===== config.mk =====
export PLATFORM = sky130hd
export DESIGN_NAME = instqueue
export DESIGN_NICKNAME = d
export VERILOG_FILES = /design/src/rtl/instqueue_pkg.sv /design/src/rtl/instqueue_storage.sv /design/src/rtl/instqueue.sv
export SDC_FILE = /design/constraint.sdc
export NUM_CORES = 1
export LEC_CHECK = 0
export CORE_MARGIN = 5
export CORE_UTILIZATION = 40
export DETAILED_ROUTE_END_ITERATION = 8
export MAX_ROUTING_LAYER = met4
export PLACE_DENSITY = 0.54
export SLEW_MARGIN = 15
export SYNTH_ARGS = -nofsm -noshare
export SYNTH_HDL_FRONTEND = slang
export SYNTH_HIERARCHICAL = 1
export SYNTH_SLANG_ARGS = --single-unit
export TNS_END_PERCENT = 20

===== constraint.sdc =====
create_clock -name clk_in -period 14.58 [get_ports clk_in]
set_clock_uncertainty 0.05 [all_clocks]
set_input_delay 3.645 -clock clk_in [delete_from_list [all_inputs] [get_ports clk_in]]
set_output_delay 3.645 -clock clk_in [all_outputs]
set_load 0.02 [all_outputs]

===== src/rtl/instqueue_pkg.sv =====
// Shared widths and small helpers for the fetch-to-decoder instruction queue.
// The instruction and address widths mirror the project-wide 32-bit defaults.
package instqueue_pkg;

    localparam int ID_WIDTH      = 32;
    localparam int ADDRESS_WIDTH = 32;
    localparam int ENTRY_WIDTH   = ID_WIDTH + ADDRESS_WIDTH;

    // Entries are stored as {inst, pc}, so the instruction occupies the upper half.
    function automatic logic [ID_WIDTH-1:0] entry_inst(input logic [ENTRY_WIDTH-1:0] entry);
        return entry[ENTRY_WIDTH-1:ADDRESS_WIDTH];
    endfunction

    function automatic logic [ADDRESS_WIDTH-1:0] entry_pc(input logic [ENTRY_WIDTH-1:0] entry);
        return entry[ADDRESS_WIDTH-1:0];
    endfunction

    function automatic logic [ENTRY_WIDTH-1:0] make_entry(
        input logic [ID_WIDTH-1:0]      inst,
        input logic [ADDRESS_WIDTH-1:0] pc
    );
        return {inst, pc};
    endfunction

endpackage


===== src/rtl/instqueue_storage.sv =====
// Entry storage for the instruction queue: one synchronous write port and one
// asynchronous read port. Contents are deliberately left unreset.
module instqueue_storage
    import instqueue_pkg::*;
#(
    parameter int ADDR_BITS = 4
) (
    input  logic                   clk,
    input  logic                   wr_en,
    input  logic [ADDR_BITS-1:0]   wr_addr,
    input  logic [ENTRY_WIDTH-1:0] wr_data,
    input  logic [ADDR_BITS-1:0]   rd_addr,
    output logic [ENTRY_WIDTH-1:0] rd_data
);

    localparam int DEPTH = 1 << ADDR_BITS;

    logic [ENTRY_WIDTH-1:0] mem [DEPTH];

    always_ff @(posedge clk) begin
        if (wr_en) begin
            mem[wr_addr] <= wr_data;
        end
    end

    assign rd_data = mem[rd_addr];

endmodule


===== src/rtl/instqueue.sv =====
// Circular FIFO between instruction fetch and the decoder, with ROB and JAL
// redirect flushes, fetch back-pressure and dispatcher stall handling.
module instqueue
    import instqueue_pkg::*;
#(
    parameter int QUEUE_DEPTH_LOG = 4
) (
    input  logic                     clk_in,
    input  logic                     rst_n_in,
    input  logic                     rdy_in,
    input  logic                     if_instqueue_en_in,
    input  logic [ID_WIDTH-1:0]      if_instqueue_inst_in,
    input  logic [ADDRESS_WIDTH-1:0] if_instqueue_pc_in,
    output logic                     instqueue_if_full_out,
    input  logic                     dispatcher_instqueue_stall_in,
    output logic                     instqueue_decoder_en_out,
    output logic [ID_WIDTH-1:0]      instqueue_decoder_inst_out,
    output logic [ADDRESS_WIDTH-1:0] instqueue_decoder_pc_out,
    input  logic                     decoder_instqueue_rst_in,
    input  logic                     rob_instqueue_rst_in
);

    localparam logic [QUEUE_DEPTH_LOG:0] FULL_COUNT = {1'b1, {QUEUE_DEPTH_LOG{1'b0}}};
    localparam logic [QUEUE_DEPTH_LOG:0] ONE_COUNT  = {{QUEUE_DEPTH_LOG{1'b0}}, 1'b1};
    localparam logic [QUEUE_DEPTH_LOG-1:0] ONE_PTR  = {{(QUEUE_DEPTH_LOG-1){1'b0}}, 1'b1};

    logic [QUEUE_DEPTH_LOG-1:0] head;
    logic [QUEUE_DEPTH_LOG-1:0] tail;
    logic [QUEUE_DEPTH_LOG:0]   count;

    logic                   empty;
    logic                   full;
    logic                   push;
    logic                   pop;
    logic                   flush;
    logic                   write_en;
    logic [ENTRY_WIDTH-1:0] head_entry;

    assign empty = (count == '0);
    assign full  = (count == FULL_COUNT);

    // A pop is the decoder/dispatcher handshake, so it is also the decoder enable.
    assign pop   = rdy_in & ~empty & ~dispatcher_instqueue_stall_in & ~rob_instqueue_rst_in;
    assign push  = rdy_in & if_instqueue_en_in & ~full;
    assign flush = rob_instqueue_rst_in | decoder_instqueue_rst_in;

    // A push coinciding with a flush belongs to the stale fetch stream.
    assign write_en = push & ~flush;

    instqueue_storage #(
        .ADDR_BITS (QUEUE_DEPTH_LOG)
    ) u_storage (
        .clk     (clk_in),
        .wr_en   (write_en),
        .wr_addr (tail),
        .wr_data (make_entry(if_instqueue_inst_in, if_instqueue_pc_in)),
        .rd_addr (head),
        .rd_data (head_entry)
    );

    assign instqueue_if_full_out      = full;
    assign instqueue_decoder_en_out   = pop;
    assign instqueue_decoder_inst_out = empty ? '0 : entry_inst(head_entry);
    assign instqueue_decoder_pc_out   = empty ? '0 : entry_pc(head_entry);

    always_ff @(posedge clk_in or negedge rst_n_in) begin
        if (!rst_n_in) begin
            head  <= '0;
            tail  <= '0;
            count <= '0;
        end else if (rdy_in) begin
            if (rob_instqueue_rst_in) begin
                head  <= '0;
                tail  <= '0;
                count <= '0;
            end else if (decoder_instqueue_rst_in) begin
                // The JAL itself was popped this cycle; everything behind it is wrong-path.
                head  <= tail;
                count <= '0;
            end else begin
                if (push) begin
                    tail <= tail + ONE_PTR;
                end
                if (pop) begin
                    head <= head + ONE_PTR;
                end
                if (push && !pop) begin
                    count <= count + ONE_COUNT;
                end else if (pop && !push) begin
                    count <= count - ONE_COUNT;
                end
            end
        end
    end

    // A JAL redirect only makes sense in the cycle the JAL leaves the queue.
    assert property (@(posedge clk_in) disable iff (!rst_n_in)
        (rdy_in && decoder_instqueue_rst_in && !rob_instqueue_rst_in) |-> pop)
        else $error("decoder_instqueue_rst_in asserted without a pop");

endmodule

==> results of run 1 <==
worst max-delay path, delay by kind of cell:
kind	cells	cell delay, ns
buf+inv	3	1.39
simple gates	2	0.74
per-stage QoR:
step,power (mW),cell area (sq um)
floorplan,3.91,39600
global placement,4.21,42600
detailed placement,4.22,42600
CTS,6.85,46000
global route,7.03,46000
finish,6.76,46000
routing by layer:
| metal | track usage [%] | part of all wire (%) | routed length (um) | vias up |
|---|---|---|---|---|
| li1 | - | - | - | 7819 |
| met1 | 24.2 | 42 | 39600 | 10100 |
| met2 | 30.0 | 50 | 47200 | 543 |
| met3 | 3.55 | 6.1 | 5700 | 101 |
| met4 | 3.60 | 1.4 | 1270 | 0 |
| met5 | - | 0 | 0 | - |
how the worst max path moves through the flow:
stage                                     from                  endpoint  slack [ns]  depth (start not counted)
final                     rob_instqueue_rst_in  instqueue_decoder_en_out        5.11                          5
after global routing      rob_instqueue_rst_in  instqueue_decoder_en_out        5.06                          5
after CTS                 rob_instqueue_rst_in  instqueue_decoder_en_out        5.16                          5
after detailed placement  rob_instqueue_rst_in  instqueue_decoder_en_out        5.17                          5
after global placement    rob_instqueue_rst_in  instqueue_decoder_en_out        5.17                          5
after floorplan           rob_instqueue_rst_in       u_storage/mem[0][0]        4.78                          5
cells by family after synthesis:
group                      Yosys count  share of synthesized area [%]
AOI/OAI and AO/OA                  150                           2.90
xor gates and xnor gates             2                         0.0442
adders and majority gates            8                          0.271
buffers and inverters               96                           1.29
DFF                               1037                           78.4
muxes                              259                           14.6
and+or+nand+nor                    191                           2.47
sequential cells by signal, summed over array words and instances (netlist names):
signal and count:
u_storage/mem 1024, count 5, head 4, tail 4
area by class of cell:
cell class / count / area, sq um
Tap cell: 1287 / 1610
Multi-Input combinational cell: 610 / 8190
Clock buffer: 136 / 2830
Fill cell: 8158 / 52400
Sequential cell: 1037 / 31100
Clock inverter: 62 / 566
Inverter: 3 / 11.3
Antenna cell: 9 / 22.5
Timing Repair Buffer: 175 / 1670
cell usage after synthesis (all sizes together), types with 4 or more instances:
master | count | area share, %
dfrtp | 13 | 0.82
ha | 7 | 0.22
nand2 | 72 | 0.68
mux4 | 256 | 15
buf | 55 | 0.90
clkbuf | 38 | 0.36
nor3 | 7 | 0.088
nor2b | 66 | 1.0
nand3 | 4 | 0.051
nor2 | 20 | 0.19
edfxtp | 1024 | 78
a22oi | 129 | 2.4
a22o | 5 | 0.11
report_power, final:
| group | switching, mW | total [mW] | internal, mW |
|---|---|---|---|
| Sequential | 0.0303 | 3.33 | 3.30 |
| Combinational | 0.449 | 0.805 | 0.356 |
| Clock | 1.12 | 2.62 | 1.50 |
| Total | 1.60 | 6.76 | 5.16 |
==> metrics.md, run 1 <==
| Metric | Value |
|---|---|
| Status | finished clean |
| Post-Place Setup Slack | 5.17 ns |
| Tmin final | 9.47 ns |
| Clk Latency, worst-skew pair | 0.66 ns |
| Worst hold slack | 0.559 ns |
| Relative slew margins | 24.9% |
| Worst-margin pin slew | 1.13 ns |
| IO Pins | 137 |
| Hold_sp | head[1] |
| Critical R2R Capture | u_storage/mem[6][7] |
| RSZ-0062 raised after global routing | no |
| Crit. End Element | output pin |
| Hold Fails Final Rpt | 0 |
| Critical path class | primary input to output pin |
| Grt ovf | 0 |
| Clock Sinks | 1037 |
| Post-synthesis async set-or-reset flop share | 1.25% |
| Max stage delay on crit path | 0.71 ns |
| Count of final setup violators | 0 |
| DRT iter0 DRCs | 1449 |
| Post-Syn Area per Cell | 22.7 sq um |
| H-Tree Depth | 3 |
| Synth Register Bits | 1037 |
| Die height | 325 um |
| DR vias/cell | 5.61 |
| Commonest non-fill, non-tap cell in the layout | edfxtp_1 |
| Reg-to-reg critical path startpoint | count[0] |
| Max-slew violation count | 0 |
| Routed WL per cell | 28.3 um |
| Cts bufs inserted | 108 |
| Worst min path class | flop to flop |
| Buffers on Ports | 136 |
| Peak supply drop | 0.0888 mV |
| Initial antenna violation count | 11 |
| Most used cell along the critical path | clkdlybuf4s50_1 |
| Non-filler cells, final | 3319 |
| F_max | 0.106 GHz |
| CP max FO | 15 |
| Most frequent cells in the layout | edfxtp_1, mux4_2, clkdlybuf4s50_1, a22oi_1, clkbuf_16 |
| Die ar. | 105000 sq um |
| Ys Warns | 6 |
| CP Cell Sequence | clkdlybuf4s50_1 -> nand2b_1 -> or3_1 -> inv_1 -> clkdlybuf4s50_1 |
| Worst Hold End | head[1] |
| TritonCTS clock tree | done |
| CP arrival | 5.78 ns |
| All-Layer GR Usage | 18.3% |
| First-pass GRT wire length | 138000 um |
| DR DRC count | 0 |
| Starting Density | 40.3% |
| Row cnt | 115 |
| Pin count of the biggest net entering global routing | 109 |
| Final ANT Viol Nets | 0 |
| PwrDens | 147 nW/um^2 |
| Clock transition at the registers of the reported paths | 0.06 ns |
| Via count | 18600 |
| CP required | 10.89 ns |
| Final WL | 93800 um |
| LEAKAGE | 14.0 nW |
| Max-cap violations | 0 |
| DRT Pass-1 Iters | 5 |
| Inst Count DP | 3112 |
| Clk buf depth | 3 |
| Synth Instances | 1743 |
| Synth-to-Final Area Change | 16.0% |
| Post-CTS sizing | 0 |
| GP Congestion | 0.719 |
| Post-synth EDFFs | 1024 |
| Layout cells sized above 1 | 23.6% |
| FF-to-FF setup slack | 10.37 ns |
| Post-layout util | 46.7% |
| Vias in the first global route | 19900 |
| Layout Nets | 2014 |
| Die W | 325 um |
| Root Buffer | clkbuf_16 |
| Worst hold stages | 2 |
| Core area | 98400 sq um |
| Post-Syn Area | 39600 sq um |
| Syn nets | 1822 |
| Final WS setup | 5.11 ns |
| Ys flop type | edfxtp_1 |
| Detailed Place HPWL | 45900 um |
| Netlist cell types | 46 |
| Register area share after synthesis | 78.4% |
| Crit path launch type | primary input |
| CP max stage cell | clkdlybuf4s50_1 |
| CTS Hold Bufs | 0 |
| Final Cycle Share | 65.0% |
| Setup Buffers After CTS | 0 |
| Reg2Reg Depth | 6 |
| TNS Setup | 0 ns |
Power figures use the tool's default switching activity.
==> run 2, diff against run 1 <==
==> constraint.sdc (replaced) <==
create_clock -name clk_in -period 9.1 [get_ports clk_in]
set_clock_uncertainty 0.05 [all_clocks]
set_input_delay 2.275 -clock clk_in [delete_from_list [all_inputs] [get_ports clk_in]]
set_output_delay 2.275 -clock clk_in [all_outputs]
set_load 0.02 [all_outputs]
==> run 2 against run 1 <==
- clock power grew 67%
- critical path depth did not move
- core utilization increased by 0.31 points
- setup slack worse by 2.7 ns
- register-to-register slack worse by 5.0 ns
- wire length decreased by 4.0%
- die area did not move
- flip-flop and latch count did not move
- power grew 63%
- first-iteration DRC count down 6.7%
- global-route usage shrank 0.79 points
- critical path type unchanged
==> metrics.md, run 2 (synthesis gave the netlist of run 1 again) <==
| Metric | Value |
|---|---|
| Status | finished clean |
| Crit path launch type | primary input |
| RSZ-0062 raised after global routing | no |
| Synth-to-Final Area Change | 16.8% |
| CP max stage cell | clkdlybuf4s50_1 |
| Die height | 325 um |
| Layout Nets | 2015 |
| Final Cycle Share | 73.4% |
| Commonest non-fill, non-tap cell in the layout | edfxtp_1 |
| Detailed Place HPWL | 49500 um |
| DRT Pass-1 Iters | 5 |
| Grt ovf | 0 |
| Die W | 325 um |
| Clk buf depth | 3 |
| Layout cells sized above 1 | 24.0% |
| Post-layout util | 47.0% |
| Hold Fails Final Rpt | 0 |
| Final ANT Viol Nets | 0 |
| Count of final setup violators | 0 |
| DR vias/cell | 5.56 |
| Post-CTS sizing | 0 |
| Via count | 18500 |
| Max FFs per register | 1024 |
| Critical path class | primary input to output pin |
| Most frequent cells in the layout | edfxtp_1, mux4_2, clkdlybuf4s50_1, a22oi_1, clkbuf_16 |
| Final WL | 90000 um |
| All-Layer GR Usage | 17.5% |
| Cts bufs inserted | 107 |
| Final instance area | 46300 sq um |
| Net Sw Power | 2.58 mW |
| Clk Latency, worst-skew pair | 0.67 ns |
| Crit. End Element | output pin |
| Vias in the first global route | 19700 |
| Max-slew violation count | 0 |
| Top Registers | u_storage/mem x1024, count x5 |
| Root Buffer | clkbuf_16 |
| Worst-margin pin slew | 1.19 ns |
| Core area | 98400 sq um |
| Buffers on Ports | 136 |
| CTS Hold Bufs | 0 |
| Row cnt | 115 |
| Logic pwr share | 11.8% |
| Routed WL per cell | 27.1 um |
| Clock power frac | 39.6% |
| First-pass GRT wire length | 134000 um |
| Tmin final | 6.68 ns |
| Max-cap violations | 0 |
| Relative slew margins | 20.7% |
| Worst min path class | flop to flop |
| IO Pins | 137 |
| Clock transition at the registers of the reported paths | 0.07 ns |
| DRT iter0 DRCs | 1352 |
| CP required | 6.78 ns |
| F_max | 0.150 GHz |
| DR DRC count | 0 |
| TritonCTS clock tree | done |
| Pin count of the biggest net entering global routing | 86 |
| Initial antenna violation count | 9 |
| LEAKAGE | 14.1 nW |
| PwrDens | 238 nW/um^2 |
| Switching share of power | 23.4% |
| Die ar. | 105000 sq um |
| H-Tree Depth | 3 |
| Most flops, register | u_storage/mem |
| Starting Density | 40.3% |
| Max stage delay on crit path | 0.71 ns |
| Seq pwr share | 48.5% |
| Internal | 8.45 mW |
| Peak supply drop | 0.181 mV |
| CP max FO | 15 |
| Clock Sinks | 1037 |
| Placed cell area | 42700 sq um |
| Most used cell along the critical path | clkdlybuf4s50_1 |
| CP Cell Sequence | clkdlybuf4s50_1 -> nand2b_1 -> or3_1 -> inv_1 -> clkdlybuf4s50_1 |
| Setup Buffers After CTS | 0 |
| CP arrival | 4.36 ns |
| TNS Setup | 0 ns |
| GP Congestion | 0.735 |
[run 2: changes by cell type in the layout (fill, tap and decap cells not counted), moves of 3 or more]
cell / delta
clkbuf_1: -8
buf_12: +7
buf_4: -7
bufinv_16: +6
clkinvlp_4: -5
clkinv_2: +4
clkbuf_16: +3
inv_16: -3
[run 2: area by class of cell]
| type | count | area (sq um) |
|---|---|---|
| Inverter | 3 | 11.3 |
| Sequential cell | 1037 | 31100 |
| Multi-Input combinational cell | 610 | 8200 |
| Fill cell | 8103 | 52100 |
| Clock inverter | 69 | 708 |
| Timing Repair Buffer | 177 | 1810 |
| Antenna cell | 8 | 20.0 |
| Clock buffer | 129 | 2850 |
| Tap cell | 1287 | 1610 |
[run 2: worst paths after layout]
kind / startpoint / to / slack (ns) / depth (start not counted)
min in group asynchronous: rst_n_in / head[3] / 1.95 / 1
worst min-delay path: count[3] / count[3] / 0.58 / 1
worst min register to register: count[3] / count[3] / 0.58 / 1
max in group asynchronous: rst_n_in / head[0] / 6.57 / 1
worst max register to register: count[0] / u_storage/mem[2][42] / 5.40 / 6
worst max-delay path: rob_instqueue_rst_in / instqueue_decoder_en_out / 2.42 / 5
[run 2: critical path: cells and delay by family]
family	cells	cell delay, ns
buffers and inverters	3	1.38
AND/OR/NAND/NOR	2	0.70
[run 2: stage by stage]
stage                     power, mW  setup WS (ns)  hold WS, ns  cells
after floorplan                6.27          0.671        0.479   1743
after global placement         6.79           2.34        0.496   3112
after detailed placement       6.80           2.22        0.553   3112
after CTS                      11.2           2.33        0.573   3310
after global routing           11.5           2.14        0.612   3318
final                          11.0           2.42        0.576   3320
[run 2: metal layers]
metal / wire length (um) / vias up / GRT usage, % / part of all wire (%)
li1: - / 7818 / - / -
met1: 38900 / 10100 / 23.3 / 43
met2: 44800 / 450 / 28.1 / 50
met3: 4880 / 103 / 3.74 / 5.4
met4: 1430 / 0 / 4.00 / 1.6
met5: 0 / - / - / 0
[run 2: power groups by stage]
stage	clock network, mW	registers, mW	logic (mW)
after floorplan	0	5.41	0.855
after detailed placement	0	5.46	1.34
final	4.37	5.36	1.31
after global placement	0	5.45	1.33
after CTS	4.48	5.36	1.35
after global routing	4.70	5.36	1.41
